`config.mk`:
```
export PLATFORM = sky130hd
export DESIGN_NAME = nn_bus_mux
export DESIGN_NICKNAME = d
export VERILOG_FILES = /design/src/rtl/nn_bus_mux.sv
export SDC_FILE = /design/constraint.sdc
export NUM_CORES = 1
export LEC_CHECK = 0
export ABC_AREA = 0
export ABC_CLOCK_PERIOD_IN_PS = 5200
export CORE_AREA = 8 8 130 132
export CTS_BUF_LIST = sky130_fd_sc_hd__clkbuf_8
export DETAILED_ROUTE_END_ITERATION = 6
export DIE_AREA = 0 0 138 140
export GPL_TIMING_DRIVEN = 0
export PLACE_DENSITY_LB_ADDON = 0.12
export SLEW_MARGIN = 20
export SYNTH_ARGS = -nofsm -noshare
export SYNTH_HDL_FRONTEND = slang
export SYNTH_SLANG_ARGS = --single-unit
```
`constraint.sdc`:
```
create_clock -name clk -period 5.2 [get_ports clk]
set_input_delay 1.56 -clock clk [delete_from_list [all_inputs] [get_ports clk]]
set_output_delay 1.56 -clock clk [all_outputs]
set_load 0.02 [all_outputs]
```
`src/rtl/nn_bus_mux.sv`:
```
// -----------------------------------------------------------------------------
// nn_bus_mux
//   N-to-1 front end for the neural-network block bus. NCH independent
//   drivers share one NN block. Arbitration is round-robin, and the grant is
//   held while the NN block stalls with bus_stop. Read completions (pushout)
//   are routed back to the channel that issued the read. An in-order owner
//   FIFO records which channel owns each outstanding read.
//
//   The request path and the response path are both combinational. The only
//   state is the round-robin pointer, the grant lock, the owner FIFO and the
//   sticky error flag.
//
// Ports
//   clk, reset      clock; asynchronous active-high reset
//   m_sel/m_rw      per-channel request and direction (1 = read)
//   m_addr/m_din    flattened per-channel address / write data
//   m_dout          read data, broadcast to every channel
//   m_bus_stop      per-channel stall
//   m_pushout       per-channel read-data-valid
//   s_*             single bus toward the NN block
//   err_unexp       sticky: pushout arrived with no read outstanding
//
// Optional build macro NN_BUS_MUX_STATS_EN
//   Adds the ports stat_acc and stat_stall. Each is NCH*16 bits and holds a
//   16-bit wrapping counter per channel: stat_acc counts accepted transfers,
//   stat_stall counts stalled request cycles.
// -----------------------------------------------------------------------------
module nn_bus_mux #(
   parameter int NCH      = 4,
   parameter int AW       = 20,
   parameter int DW       = 32,
   parameter int RD_DEPTH = 4
) (
   input  logic              clk,
   input  logic              reset,
   input  logic [NCH-1:0]    m_sel,
   input  logic [NCH-1:0]    m_rw,
   input  logic [NCH*AW-1:0] m_addr,
   input  logic [NCH*DW-1:0] m_din,
   output logic [DW-1:0]     m_dout,
   output logic [NCH-1:0]    m_bus_stop,
   output logic [NCH-1:0]    m_pushout,
   output logic              s_sel,
   output logic              s_rw,
   output logic [AW-1:0]     s_addr,
   output logic [DW-1:0]     s_din,
   input  logic [DW-1:0]     s_dout,
   input  logic              s_bus_stop,
   input  logic              s_pushout,
   output logic              err_unexp
`ifdef NN_BUS_MUX_STATS_EN
   ,
   output logic [NCH*16-1:0] stat_acc,
   output logic [NCH*16-1:0] stat_stall
`endif
);

   localparam int CW = $clog2(NCH);
   localparam int PW = $clog2(RD_DEPTH);

   typedef logic [CW-1:0] ch_t;
   typedef enum logic {UNLOCKED, LOCKED} state_t;

   state_t        state_q, state_d;
   ch_t           rr_ptr, lock_ch, win_ch;
   logic          win_valid, accept, stall, push, pop;
   logic [CW:0]   scan_sum;
   logic [NCH-1:0] eligible;
   logic [AW-1:0] addr_arr [NCH];
   logic [DW-1:0] din_arr  [NCH];

   ch_t           owner_mem [RD_DEPTH];
   logic [PW-1:0] wr_ptr, rd_ptr;
   logic [PW:0]   count;

   // Unpack the flattened buses. A channel is eligible if it is a write, or
   // if the registered count still has room for another read.
   always_comb begin
      for (int i = 0; i < NCH; i++) begin
         addr_arr[i] = m_addr[i*AW +: AW];
         din_arr[i]  = m_din[i*DW +: DW];
         eligible[i] = m_sel[i] & (~m_rw[i] | (count < (PW+1)'(RD_DEPTH)));
      end
   end

   // Winner selection. While locked, the stalled channel keeps the bus. If
   // that channel drops m_sel, the bus goes idle and the lock is kept.
   // NOTE: every variable is given a default before any branch so that no
   // path leaves it unassigned, which would infer a latch.
   always_comb begin
      win_ch    = lock_ch;
      win_valid = 1'b0;
      scan_sum  = '0;
      if (state_q == LOCKED) begin
         win_valid = m_sel[lock_ch];
      end else begin
         for (int k = 0; k < NCH; k++) begin
            scan_sum = {1'b0, rr_ptr} + (CW+1)'(k);
            if (scan_sum >= (CW+1)'(NCH))
               scan_sum = scan_sum - (CW+1)'(NCH);
            if (!win_valid && eligible[scan_sum[CW-1:0]]) begin
               win_valid = 1'b1;
               win_ch    = scan_sum[CW-1:0];
            end
         end
      end
      if (reset)
         win_valid = 1'b0;
   end

   assign s_sel  = win_valid;
   assign s_rw   = win_valid ? m_rw[win_ch]     : 1'b0;
   assign s_addr = win_valid ? addr_arr[win_ch] : '0;
   assign s_din  = win_valid ? din_arr[win_ch]  : '0;
   assign m_dout = s_dout;

   assign accept = win_valid & ~s_bus_stop;
   assign stall  = win_valid &  s_bus_stop;
   assign push   = accept & m_rw[win_ch];
   assign pop    = s_pushout & (count != '0);

   // Every requester except the channel accepted this cycle sees a stall.
   // m_pushout is a one-hot decode of the owner at the head of the FIFO.
   always_comb begin
      for (int i = 0; i < NCH; i++) begin
         m_bus_stop[i] = m_sel[i] & ~(accept && (win_ch == CW'(i)));
         m_pushout[i]  = pop && (owner_mem[rd_ptr] == CW'(i));
      end
   end

   // Next-state logic for the grant lock.
   always_comb begin
      state_d = state_q;
      case (state_q)
         UNLOCKED: if (stall)  state_d = LOCKED;
         LOCKED:   if (accept) state_d = UNLOCKED;
         default:  state_d = UNLOCKED;
      endcase
   end

   // NOTE: sequential state is updated with non-blocking assignments only.
   // Every flop then samples values from before the clock edge, so the
   // result does not depend on the order in which processes run.
   always_ff @(posedge clk or posedge reset) begin
      if (reset) begin
         state_q <= UNLOCKED;
         rr_ptr  <= '0;
         lock_ch <= '0;
      end else begin
         state_q <= state_d;
         if (accept)
            rr_ptr <= (win_ch == CW'(NCH-1)) ? '0 : win_ch + 1'b1;
         if (stall)
            lock_ch <= win_ch;
      end
   end

   always_ff @(posedge clk or posedge reset) begin
      if (reset) begin
         wr_ptr    <= '0;
         rd_ptr    <= '0;
         count     <= '0;
         err_unexp <= 1'b0;
      end else begin
         if (push) wr_ptr <= wr_ptr + 1'b1;
         if (pop)  rd_ptr <= rd_ptr + 1'b1;
         case ({push, pop})
            2'b10:   count <= count + 1'b1;
            2'b01:   count <= count - 1'b1;
            default: count <= count;
         endcase
         if (s_pushout && (count == '0))
            err_unexp <= 1'b1;
      end
   end

   // NOTE: the owner storage has no reset. An entry is only read when count
   // covers it, so stale contents are never observed.
   always_ff @(posedge clk) begin
      if (push)
         owner_mem[wr_ptr] <= win_ch;
   end

`ifdef NN_BUS_MUX_STATS_EN
   for (genvar g = 0; g < NCH; g++) begin : g_stats
      always_ff @(posedge clk or posedge reset) begin
         if (reset) begin
            stat_acc[g*16 +: 16]   <= '0;
            stat_stall[g*16 +: 16] <= '0;
         end else begin
            if (accept && (win_ch == CW'(g)))
               stat_acc[g*16 +: 16] <= stat_acc[g*16 +: 16] + 16'd1;
            if (m_sel[g] && m_bus_stop[g])
               stat_stall[g*16 +: 16] <= stat_stall[g*16 +: 16] + 16'd1;
         end
      end
   end
`else
   // Statistics counters are not built in this configuration.
`endif

endmodule

```
==> results.txt, run 1 <==
After synthesis, the share of flip-flops with an asynchronous set or reset is 0.619. The standard cell area after detailed placement came out at 0.00733 mm2. Sorting the synthesized cells by how often they occur yields sky130_fd_sc_hd__nand2_1, sky130_fd_sc_hd__and3_1, sky130_fd_sc_hd__a211oi_1, sky130_fd_sc_hd__a311oi_1, sky130_fd_sc_hd__buf_4. The arrival time reported for the critical path endpoint came out at 3890 ps. Dividing total power by cell area gives a power density of 666 mW/mm2. The post-synthesis cell type count is 58. In the synthesized netlist the dominant register cell turns out to be sky130_fd_sc_hd__dfrtp_1. The worst setup path is captured at an output port. The clock sink count is 21.

The number of buffers added by the clock tree synthesis step is 3. The die outline height is 140 um. The net count of the mapped netlist came out at 761. The clock latency reported for the late side of the worst-skew pair is 260 ps.

Setup repair after global routing could not meet its margin everywhere. Among all cell types in the netlist, the one instantiated most often is sky130_fd_sc_hd__nand2_1. The worst slew slack as a fraction of its limit is 0.537. The smallest hold slack is 475 ps. The total grt overflow is 0. Clock tree synthesis selected as its root buffer the cell sky130_fd_sc_hd__clkbuf_8. The total non-filler cell area in the finished layout came out at 0.00882 mm2. The number of maximum-capacitance violations is 0. The highest fanout seen on the critical path is 8. The initial antenna violation count came out at 3.

In the global route stage, overall resource usage came out at 0.229. The number of buffers on the longest clock path came out at 2. STA classifies the critical path startpoint as an input port. By area the synthesized netlist is led by sky130_fd_sc_hd__a311oi_1, sky130_fd_sc_hd__nand2_1, sky130_fd_sc_hd__a211oi_1, sky130_fd_sc_hd__and3_1, sky130_fd_sc_hd__dfrtp_1.

In this run the standard cell core region covers 0.0149 mm2. sky130_fd_sc_hd__a311oi_1 takes more of the synthesized area than any other cell. TritonCTS built the clock tree.

The worst clock skew is 1.66 ps. Dividing the final minimum period by the clock period gives 1.05. Wires add up to 24100 um. The final worst setup slack came out at -253 ps.

The number of pins with negative max-slew slack in the final report came out at 0. The share of synthesized area occupied by flip-flops and latches came out at 0.155. The area growth from synthesis to layout is 141%. The final count of hold timing violations is 0.

The cell family contributing the most delay on the critical path is compound AO/OA/AOI/OAI gates. The effective utilization at floorplan came out at 0.246. The number of enable-type register cells in the synthesized netlist is 8. The final reports fail on negative setup slack. Walking the worst path, the cells encountered are buf_2 > a21boi_4 > nor3_2 > o21ai_0 > o211ai_1 > a211o_1 > buf_8 > nand2_8 > buf_12 > buf_12 > buf_8 > nand2_2 > a311oi_2 > buf_4. The HPWL after detailed placement is 18700 um. Using the TritonRoute via totals, the vias-per-cell ratio works out to 5.11. From left edge to right edge, the die measures 138 um. The average detailed-routed wire length per instance came out at 22.6 um. The maximum vdd ir drop came out at 0.000291 V. The number of global-route vias before repair was 5846.

The final weighted congestion in routability-driven placement came out at 0.883. For this design, the CTS-stage hold fixing added 0 buffers. The number of placed instances with taps included is 1001. The number of warnings printed during yosys synthesis is 0. The filler cell count in the final layout is 1312.

The number of top-level design ports came out at 347. The total number of nets in the final design is 1136. The number of optimization iterations in the first detailed-route pass is 5. The share of Yosys cell area claimed by the top area cell type is 0.125.

The class of the tightest hold or removal check is reg2reg. The slowest stage of the critical path is the sky130_fd_sc_hd__a211o_1 cell. For this run, design rule violations remaining after detail routing come to 0. The wire length of the first global-routing pass is 35700 um.

The average cell area after synthesis is 7.32 um2. The sum of negative setup slack came out at -9810 ps. The number of rows in the core area came out at 45. The measured slew at the worst slew-check pin is 693 ps. The internal reg-to-reg setup slack came out at 1460 ps. The type of the setup path with the least slack is in2out. In this run the cell area of the synthesized design comes to 0.00365 mm2.

The maximum achievable frequency is 183 MHz. The count of non-filler cells in the finished layout came out at 1063. The leakage power is 3.66 nW. The H-tree depth is 1. The flip-flop and latch count after synthesis is 21. The run finished, with violations left.

Entering global routing, the biggest net connects 14 pins. The critical path contains buffers and inverters numbering 6 combined. The DRC violation total after the first TritonRoute iteration came out at 349. The total of buffers placed on input and output ports came out at 314. The total via count in the routed design came out at 5435.

The post-layout utilization of the core is 0.593. In the final layout, the share of cells above drive strength 1 is 0.439. The floorplan step defined a die boundary enclosing 0.0193 mm2. The largest stage delay on the critical path is 320 ps. The CTS clock-pin slew for the worst setup and hold paths came out at 80 ps. The post-synthesis cell count came out at 499. The clock period minus final worst setup slack came out at 5450 ps. The final setup violation count came out at 55. The data required time at the worst endpoint came out at 3640 ps. The count of nets left with antenna violations once routing finished came out at 0.
layer usage:
metal / track usage / part of all wire / vias up
li1: - / - / 2589
met1: 0.240 / 0.35 / 2593
met2: 0.437 / 0.54 / 219
met3: 0.0818 / 0.090 / 30
met4: 0.0343 / 0.015 / 4
met5: 0 / 0.0011 / -
final timing paths:
check | endpoint | from | cells after the start
min in group asynchronous | rd_ptr[0] | reset | 3
worst max-delay path | s_addr[8] | m_rw[3] | 14
worst max register to register | count[2] | count[2] | 17
max in group asynchronous | lock_ch[1] | reset | 3
worst min-delay path | err_unexp | err_unexp | 1
worst min register to register | err_unexp | err_unexp | 1
flip-flops by register name, summed over array words and instances (netlist names), named ones only:
| name | cells |
|---|---|
| rr_ptr | 2 |
| err_unexp | 1 |
| owner_mem | 8 |
| count | 3 |
| wr_ptr | 2 |
| lock_ch | 2 |
| rd_ptr | 2 |
power by group:
| group | switching [mW] | leakage (nW) | internal (mW) |
|---|---|---|---|
| registers | 0.0520 | 0.224 | 0.248 |
| clock network | 0.0544 | 0.0217 | 0.0541 |
| logic | 2.86 | 3.41 | 2.61 |
cell type report:
cell class,instances,area [um2],area share
Buffer,80,701,0.0795
Inverter,14,63.8,0.00724
Clock inverter,1,7.51,0.000851
Clock buffer,3,41.3,0.00468
Antenna cell,2,5.00,0.000568
Timing Repair Buffer,371,3670,0.417
Timing Repair inverter,1,6.26,0.000709
Tap cell,188,235,0.0267
Multi-Input combinational cell,382,3520,0.399
Sequential cell,21,566,0.0641
layout by cell type (no fill, tap or decap), types with 13 or more instances in the layout:
master                            synthesis  layout
sky130_fd_sc_hd__and3_1                  56      48
sky130_fd_sc_hd__clkdlybuf4s50_1          0     248
sky130_fd_sc_hd__nand2_4                  1      21
sky130_fd_sc_hd__nand2_1                114      76
sky130_fd_sc_hd__buf_6                    6      21
sky130_fd_sc_hd__a311oi_2                 0      46
sky130_fd_sc_hd__buf_4                   33     122
sky130_fd_sc_hd__dfrtp_1                 13      13
sky130_fd_sc_hd__nand2_2                  0      18
sky130_fd_sc_hd__a211oi_2                 0      46
sky130_fd_sc_hd__buf_8                    0      13
per-stage QoR:
step | setup slack [ps] | total power, mW
after floorplan | 12.9 | 2.71
final | -253 | 5.88
after detailed placement | -1740 | 4.10
after global routing | -355 | 6.21
after global placement | -1760 | 4.06
after CTS | -248 | 5.63
worst register-to-register path: stages, from the launching register on:
cell and delay [ps]:
sky130_fd_sc_hd__dfrtp_1 420, sky130_fd_sc_hd__buf_6 180, sky130_fd_sc_hd__a21bo_4 250, sky130_fd_sc_hd__nor3_4 200, sky130_fd_sc_hd__a21oi_2 50, sky130_fd_sc_hd__o211a_1 230, sky130_fd_sc_hd__a211o_1 320, sky130_fd_sc_hd__buf_8 150
sky130_fd_sc_hd__buf_12 150, sky130_fd_sc_hd__and3_4 150, sky130_fd_sc_hd__buf_4 140, sky130_fd_sc_hd__o311ai_4 360, sky130_fd_sc_hd__ha_1 250, sky130_fd_sc_hd__inv_1 60, sky130_fd_sc_hd__fa_1 370, sky130_fd_sc_hd__xor2_1 150
sky130_fd_sc_hd__nor2_1 110, sky130_fd_sc_hd__xor2_1 160
cell families (layout without fill, tap and decap cells):
logic type	Yosys count	in the layout	synth area share
adder cells (fa/ha/maj)	10	10	0.0363
flip-flops	21	21	0.155
AO/OA/AOI/OAI	150	150	0.337
XOR/XNOR	6	6	0.0144
other	0	2	0
multiplexers	9	9	0.0373
AND/OR/NAND/NOR	206	207	0.270
buffers and inverters	97	470	0.150
timing repair:
item | in CTS | in global routing
cloned | 11 | 1
buffers inserted | 36 | 13
endpoints found under the setup margin | 58 | 58
pin swaps | 103 | 52
gates resized for setup | 551 | 67
(Power assumes the default switching activity.)
==> inputs of run 2 (changes only) <==
--- a/config.mk
+++ b/config.mk
@@ -9,6 +9,7 @@
 export ABC_CLOCK_PERIOD_IN_PS = 5200
 export CORE_AREA = 8 8 130 132
 export CTS_BUF_LIST = sky130_fd_sc_hd__clkbuf_8
+export CTS_CLUSTER_DIAMETER = 60
 export DETAILED_ROUTE_END_ITERATION = 6
 export DIE_AREA = 0 0 138 140
 export GPL_TIMING_DRIVEN = 0
@@ -17,3 +18,4 @@
 export SYNTH_ARGS = -nofsm -noshare
 export SYNTH_HDL_FRONTEND = slang
 export SYNTH_SLANG_ARGS = --single-unit
+export TNS_END_PERCENT = 1
==> run 2 against run 1 <==
Net effect: the flow still finishes with violations (negative setup slack); register-to-register slack gained 190 ps; final cell count shrank 2.4%; design area shrank 9.6%; sequential power rose by 1%; core utilization decreased by 5.7 points; combinational power is 16% lower; flip-flop and latch count stayed put; power down 15%; largest cell class unchanged; highest routed layer unchanged.
==> results.txt, run 2 (same netlist as run 1, synthesis figures left out) <==
The leakage power is 3.32 nW. STA classifies the critical path endpoint as an output port. The final weighted congestion in routability-driven placement is 0.854. The signal on the critical path passes through buf_4 > a21bo_4 > nor3_4 > a21oi_1 > o211a_1 > a211o_1 > buf_6 > buf_4 > buf_4 > and3_1 > a211oi_1 > a311oi_2 > buf_4. TritonCTS built the clock tree. The final antenna diode count came out at 0. The floorplan step set the die height to 140 um. The total via count in the routed design came out at 5304. The power per unit of standard cell area is 625 mW/mm2. The ratio of final minimum period to clock period came out at 1.06.

On the critical path, the stage with the largest delay is an instance of sky130_fd_sc_hd__a211o_1. The library cell used most frequently in the layout, excluding fill and tap cells, is sky130_fd_sc_hd__clkdlybuf4s50_1. In this run the worst hold path is classified as reg2reg.

In this design, the critical path's most frequently occurring cell is sky130_fd_sc_hd__buf_4. The total grt overflow came out at 0. The clock sink count came out at 21. The H-tree depth came out at 1. The effective utilization at floorplan came out at 0.246. The final count of hold timing violations came out at 0. The total of hold buffers inserted after clock tree synthesis is 0.

The maximum achievable frequency came out at 181 MHz. The kind of start point of the critical path is an input port. The number of buffers added by the clock tree synthesis step is 3. The number of optimization iterations in the first detailed-route pass came out at 4. The run finished, with violations left. The final reports fail on negative setup slack. The first global-routing pass estimated 33600 um of wire. The register with the most flip-flops in the layout has 8 of them. The largest stage delay on the critical path came out at 330 ps. The CTS clock-pin slew for the worst setup and hold paths came out at 80 ps. The width of the die is 138 um. Across the run, the number of max-cap violations was 0. Measured against its own limit, the worst slew margin works out to 0.521. The area added between synthesis and finish came out at 118%. The clock period minus final worst setup slack came out at 5530 ps. The layout has 1429 filler cells. In the final layout, the share of cells above drive strength 1 is 0.320. The largest registers in the layout are owner_mem (8), count (3).

The number of pins with negative max-slew slack in the final report came out at 0. The library cells used most frequently in the layout, excluding fill and tap cells, are sky130_fd_sc_hd__clkdlybuf4s50_1, sky130_fd_sc_hd__nand2_1, sky130_fd_sc_hd__buf_4. The highest fanout seen on the critical path is 10.

The total core area came out at 0.0149 mm2. The number of rows in the core area is 45. The average detailed-routed wire length per instance is 22.4 um. The total number of nets in the final design is 1112. The measured slew at the worst slew-check pin came out at 719 ps. At the worst endpoint, the required time is 3640 ps. The post-detailed-route count of antenna-violating nets came out at 0.

The worst hold path begins at err_unexp. The root cell of the clock tree is sky130_fd_sc_hd__clkbuf_8. The count of buffers added on input and output ports is 314.

The number of buffers on the longest clock path came out at 2. STA puts the critical path data arrival time at 3970 ps. The die covers 0.0193 mm2. The type of the setup path with the least slack is in2out. The initial antenna violation count is 2. The launch point of the critical path is m_rw[2]. For this block, the initial DRC count from the detailed router was 325. The sum of routed wire length over all layers is 23200 um. The final setup violation count is 57. The final routed DRC violation total is 0.

The maximum vdd ir drop is 0.000300 V. The number of global-route vias before repair came out at 5617. After legalization and detailed placement, the total HPWL measured 18700 um. The via-per-instance ratio is 5.11. After routing, the total negative slack on setup checks comes to -12360 ps. In this run the critical register-to-register path is launched from count[2].

Ranked by flip-flop count, first place goes to owner_mem. For this run, the share of the core covered by cells in the final layout is 0.536. On the final layout, the worst clock skew is 0.949 ps.

The number of top-level design ports is 347. The pre-CTS setup slack is -1490 ps. The clock latency reported for the late side of the worst-skew pair is 260 ps. The maximum number of pins on one net before global-route repair is 16. The final worst setup slack came out at -328 ps. Across every metal layer, demand over resource in global routing totals 0.216. The power consumption is 4.98 mW. Setup repair after global routing could not meet its margin everywhere.
## run 2: cell count changes in the layout (fill, tap and decap cells not counted), sizes merged
cell           change
buf               -26
clkbuf             +3
diode              -2
a21boi             +1
bufbuf             -1
clkdlybuf4s15      +1
clkinv             +1
clkinvlp           -1
inv                -1
nand2              -1
## run 2: cell type report
| type | instances | area [um2] | area share |
|---|---|---|---|
| Buffer | 83 | 676 | 0.0848 |
| Inverter | 14 | 68.8 | 0.00863 |
| Clock inverter | 1 | 3.75 | 0.000471 |
| Sequential cell | 21 | 566 | 0.0710 |
| Timing Repair Buffer | 345 | 3350 | 0.421 |
| Multi-Input combinational cell | 382 | 3030 | 0.380 |
| Clock buffer | 3 | 41.3 | 0.00518 |
| Tap cell | 188 | 235 | 0.0295 |
## run 2: repair_timing
action                                 4_1_cts  5_1_grt
pin swaps                                   51       30
endpoints found under the hold margin        0        0
resized for setup                          488       80
setup endpoints to repair                   58       58
buffers inserted                            26        1
cloned                                       4        2
## run 2: where the power goes
part | internal (mW) | leakage [nW] | switching [mW] | total, mW
clock network | 0.0527 | 0.0269 | 0.0533 | 0.106
logic | 2.10 | 3.07 | 2.47 | 4.57
registers | 0.249 | 0.224 | 0.0562 | 0.305
total | 2.40 | 3.32 | 2.58 | 4.98
## run 2: stage by stage
step	std cells	instance area (um2)	hold slack (ps)
after floorplan	499	3660	469
after global placement	1001	7040	439
after detailed placement	1001	7040	447
after CTS	1034	7580	464
after global routing	1037	7970	482
final	1037	7970	458
## run 2: path summary, 6_finish.rpt
| check | end | cells after the start | slack, ps |
|---|---|---|---|
| worst max-delay path | s_addr[5] | 13 | -330 |
| worst min-delay path | err_unexp | 1 | 460 |
| worst max register to register | count[2] | 15 | 1650 |
| worst min register to register | err_unexp | 1 | 460 |
| max in group asynchronous | wr_ptr[1] | 2 | 3380 |
| min in group asynchronous | count[0] | 2 | 1600 |
## run 2: per-layer routing
layer,global-route usage,part of all wire,vias up
met1,0.227,0.37,2523
li1,-,-,2543
met2,0.406,0.53,208
met4,0.0486,0.020,4
met3,0.0720,0.080,26
met5,0,0.0012,-
## run 2: worst max-delay path, delay by kind of cell
family	cells	cell delay (ps)
compound gates	6	1320
buf+inv	5	760
simple gates	2	310
==> inputs of run 3 (changes only) <==
--- a/config.mk
+++ b/config.mk
@@ -13,7 +13,7 @@
 export DETAILED_ROUTE_END_ITERATION = 6
 export DIE_AREA = 0 0 138 140
 export GPL_TIMING_DRIVEN = 0
-export PLACE_DENSITY_LB_ADDON = 0.12
+export PLACE_DENSITY = 0.68
 export SLEW_MARGIN = 20
 export SYNTH_ARGS = -nofsm -noshare
 export SYNTH_HDL_FRONTEND = slang
==> run 3 against run 2 <==
Net effect: the run still ends with negative setup slack left; maximum frequency increased by 2.9%; non-clock buffer count down 6; highest routed layer unchanged; die area is the same.
==> results.txt, run 3 (same netlist as run 1, synthesis figures left out) <==
The flow ran to the end, but the final reports show violations. The checks that failed: negative setup slack. For this run, the share of the core covered by cells in the final layout is 0.532.

In the routed layout, each cell is associated on average with a via count of 5.08. The kind of start point of the critical path is an input port. The clock tree from TritonCTS is yes. At the pin with the least slew margin, the transition time is 739 ps. The H-tree depth is 1. For this run, the post-layout net count is 1107. The number of maximum-capacitance violations is 0. The largest registers in the layout are owner_mem (8), count (3).

The worst slew slack as a fraction of its limit is 0.506. The final HPWL from detailed placement is 17200 um. The maximum vdd ir drop came out at 0.000301 V. Clock-pin slew was measured on the worst setup and hold paths at 80 ps. The DRC violation total after the first TritonRoute iteration came out at 277. The worst clock skew is 6.21 ps. The type of the setup path with the least slack is in2out. The sort of element at the end of the critical path is an output port. In this run the cell area measured after placement is 0.00704 mm2. After detailed routing, the average wire length per cell comes to 21.5 um.

For the worst setup path, the data arrival time is 3810 ps. The final routed DRC violation total came out at 0. The final antenna diode count came out at 0. The number of rows in the core area is 45. The ratio of final minimum period to clock period is 1.03.

The final weighted congestion in routability-driven placement came out at 0.831. In the final layout, the share of cells above drive strength 1 is 0.301. The worst register-to-register path has a setup slack of 1590 ps. The total core area came out at 0.0149 mm2. After routing the design area is 0.00790 mm2. The number of top-level design ports is 347. The maximum number of pins on one net before global-route repair came out at 16. The sum of negative setup slack is -6290 ps. The total of buffers placed on input and output ports came out at 314.

The number of optimization iterations in the first detailed-route pass came out at 5. The die is 138 um wide. The total of hold buffers inserted after clock tree synthesis is 0. Counting the buffers created by CTS gives 3.

The pre-CTS setup slack came out at -1530 ps. The first global-routing pass estimated 31900 um of wire. After layout, the worst setup slack is -170 ps. The root cell of the clock tree is sky130_fd_sc_hd__clkbuf_8. The clock latency reported for the late side of the worst-skew pair came out at 260 ps.

The number of pins with negative max-slew slack in the final report came out at 0. Setup repair after global routing could not meet its margin everywhere. The leading cell type in the layout, fill and taps excluded is sky130_fd_sc_hd__clkdlybuf4s50_1. The tightest min-delay check is of the reg2reg type. Once detail routing completed, the nets flagged for antenna violations numbered 0. The final count of hold timing violations came out at 0. The clock sink count is 21. For this run, the total global-route usage over all layers was measured as 0.203. The number of global-route vias before repair is 5368. The initial antenna violation count came out at 2. The library cells used most frequently in the layout, excluding fill and tap cells, are sky130_fd_sc_hd__clkdlybuf4s50_1, sky130_fd_sc_hd__nand2_1, sky130_fd_sc_hd__buf_4. The smallest clock period supported by the final layout is computed as 5370 ps.

The highest fanout seen on the critical path came out at 7. The area enclosed by the die boundary came out at 0.0193 mm2. The final setup violation count came out at 57. The number of buffers on the longest clock path came out at 2. The register with the most flip-flops in the final layout is owner_mem.

Power spread over the standard cell area amounts to 630 mW/mm2. The data required time at the worst endpoint is 3640 ps. The area added between synthesis and finish is 116%. The total via count in the routed design is 5238. The effective utilization at floorplan is 0.246. The register with the most flip-flops in the layout has 8 of them. The filler cell count in the final layout is 1471. The leakage power came out at 3.29 nW. The total grt overflow is 0.

The die outline height came out at 140 um. The sum of routed wire length over all layers is 22100 um. Based on the critical path, the design can be clocked at up to 186 MHz.
-- run 3: cell types whose count changed in the layout (fill, tap and decap cells not counted), moves of 3 or more --
cell,delta
sky130_fd_sc_hd__buf_4,-18
sky130_fd_sc_hd__a311oi_1,+11
sky130_fd_sc_hd__a311oi_2,-11
sky130_fd_sc_hd__buf_2,+11
sky130_fd_sc_hd__clkbuf_16,+5
sky130_fd_sc_hd__a211oi_1,-4
sky130_fd_sc_hd__a21boi_2,-4
sky130_fd_sc_hd__a211oi_2,+3
sky130_fd_sc_hd__a21boi_1,+3
sky130_fd_sc_hd__buf_8,-3
sky130_fd_sc_hd__clkbuf_2,+3
sky130_fd_sc_hd__nand2_1,+3
sky130_fd_sc_hd__nand2_2,-3
-- run 3: timing repair --
| item | in CTS | in global routing |
|---|---|---|
| endpoints found under the setup margin | 58 | 57 |
| gates cloned | 4 | 7 |
| gates resized for setup | 483 | 56 |
| setup buffers | 15 | 2 |
| pin swaps | 61 | 52 |
-- run 3: metrics by stage --
stage	total power, mW	cells	hold slack, ps
final	4.98	1032	464
after global routing	5.28	1032	492
after CTS	4.51	1024	465
after detailed placement	3.82	1001	450
after global placement	3.81	1001	442
after floorplan	2.43	499	469
-- run 3: power breakdown --
part | leakage [nW] | internal [mW] | switching, mW
Sequential | 0.224 | 0.249 | 0.0548
Combinational | 3.04 | 2.09 | 2.49
Clock | 0.0269 | 0.0526 | 0.0534
Total | 3.29 | 2.39 | 2.59
-- run 3: worst paths after layout --
path                       cells after the start  startpoint   endpoint
max reg2reg                                   16    count[2]   count[2]
min in group asynchronous                      3       reset   count[2]
max                                           13     m_rw[2]   s_din[3]
min                                            1   err_unexp  err_unexp
min reg2reg                                    1   err_unexp  err_unexp
max in group asynchronous                      3       reset  rd_ptr[0]
-- run 3: worst max-delay path, stage by stage --
cell and delay, ps:
sky130_fd_sc_hd__buf_6 110, sky130_fd_sc_hd__a21bo_4 240, sky130_fd_sc_hd__nor2_1 160, sky130_fd_sc_hd__o311ai_1 110
sky130_fd_sc_hd__o211a_1 160, sky130_fd_sc_hd__a211o_1 320, sky130_fd_sc_hd__buf_8 150, sky130_fd_sc_hd__buf_8 140
sky130_fd_sc_hd__clkbuf_16 160, sky130_fd_sc_hd__and3_4 170, sky130_fd_sc_hd__a211oi_4 260, sky130_fd_sc_hd__a311oi_1 70
sky130_fd_sc_hd__buf_4 180
-- run 3: cell type report --
type	instances	area [um2]	area share
sequential	21	566	0.0716
tap	188	235	0.0298
multi-input combinational	383	2970	0.376
buffer	82	701	0.0887
inverter	14	68.8	0.00871
timing repair buffer	340	3310	0.419
clock inverter	1	3.75	0.000475
clock buffer	3	41.3	0.00522
-- run 3: layer usage --
layer  GRT usage  vias up  share of wire
met1       0.225     2468           0.38
met5           0        -         0.0012
met2       0.371      212           0.53
met3      0.0673       18          0.079
met4      0.0378        4          0.012
li1            -     2536              -
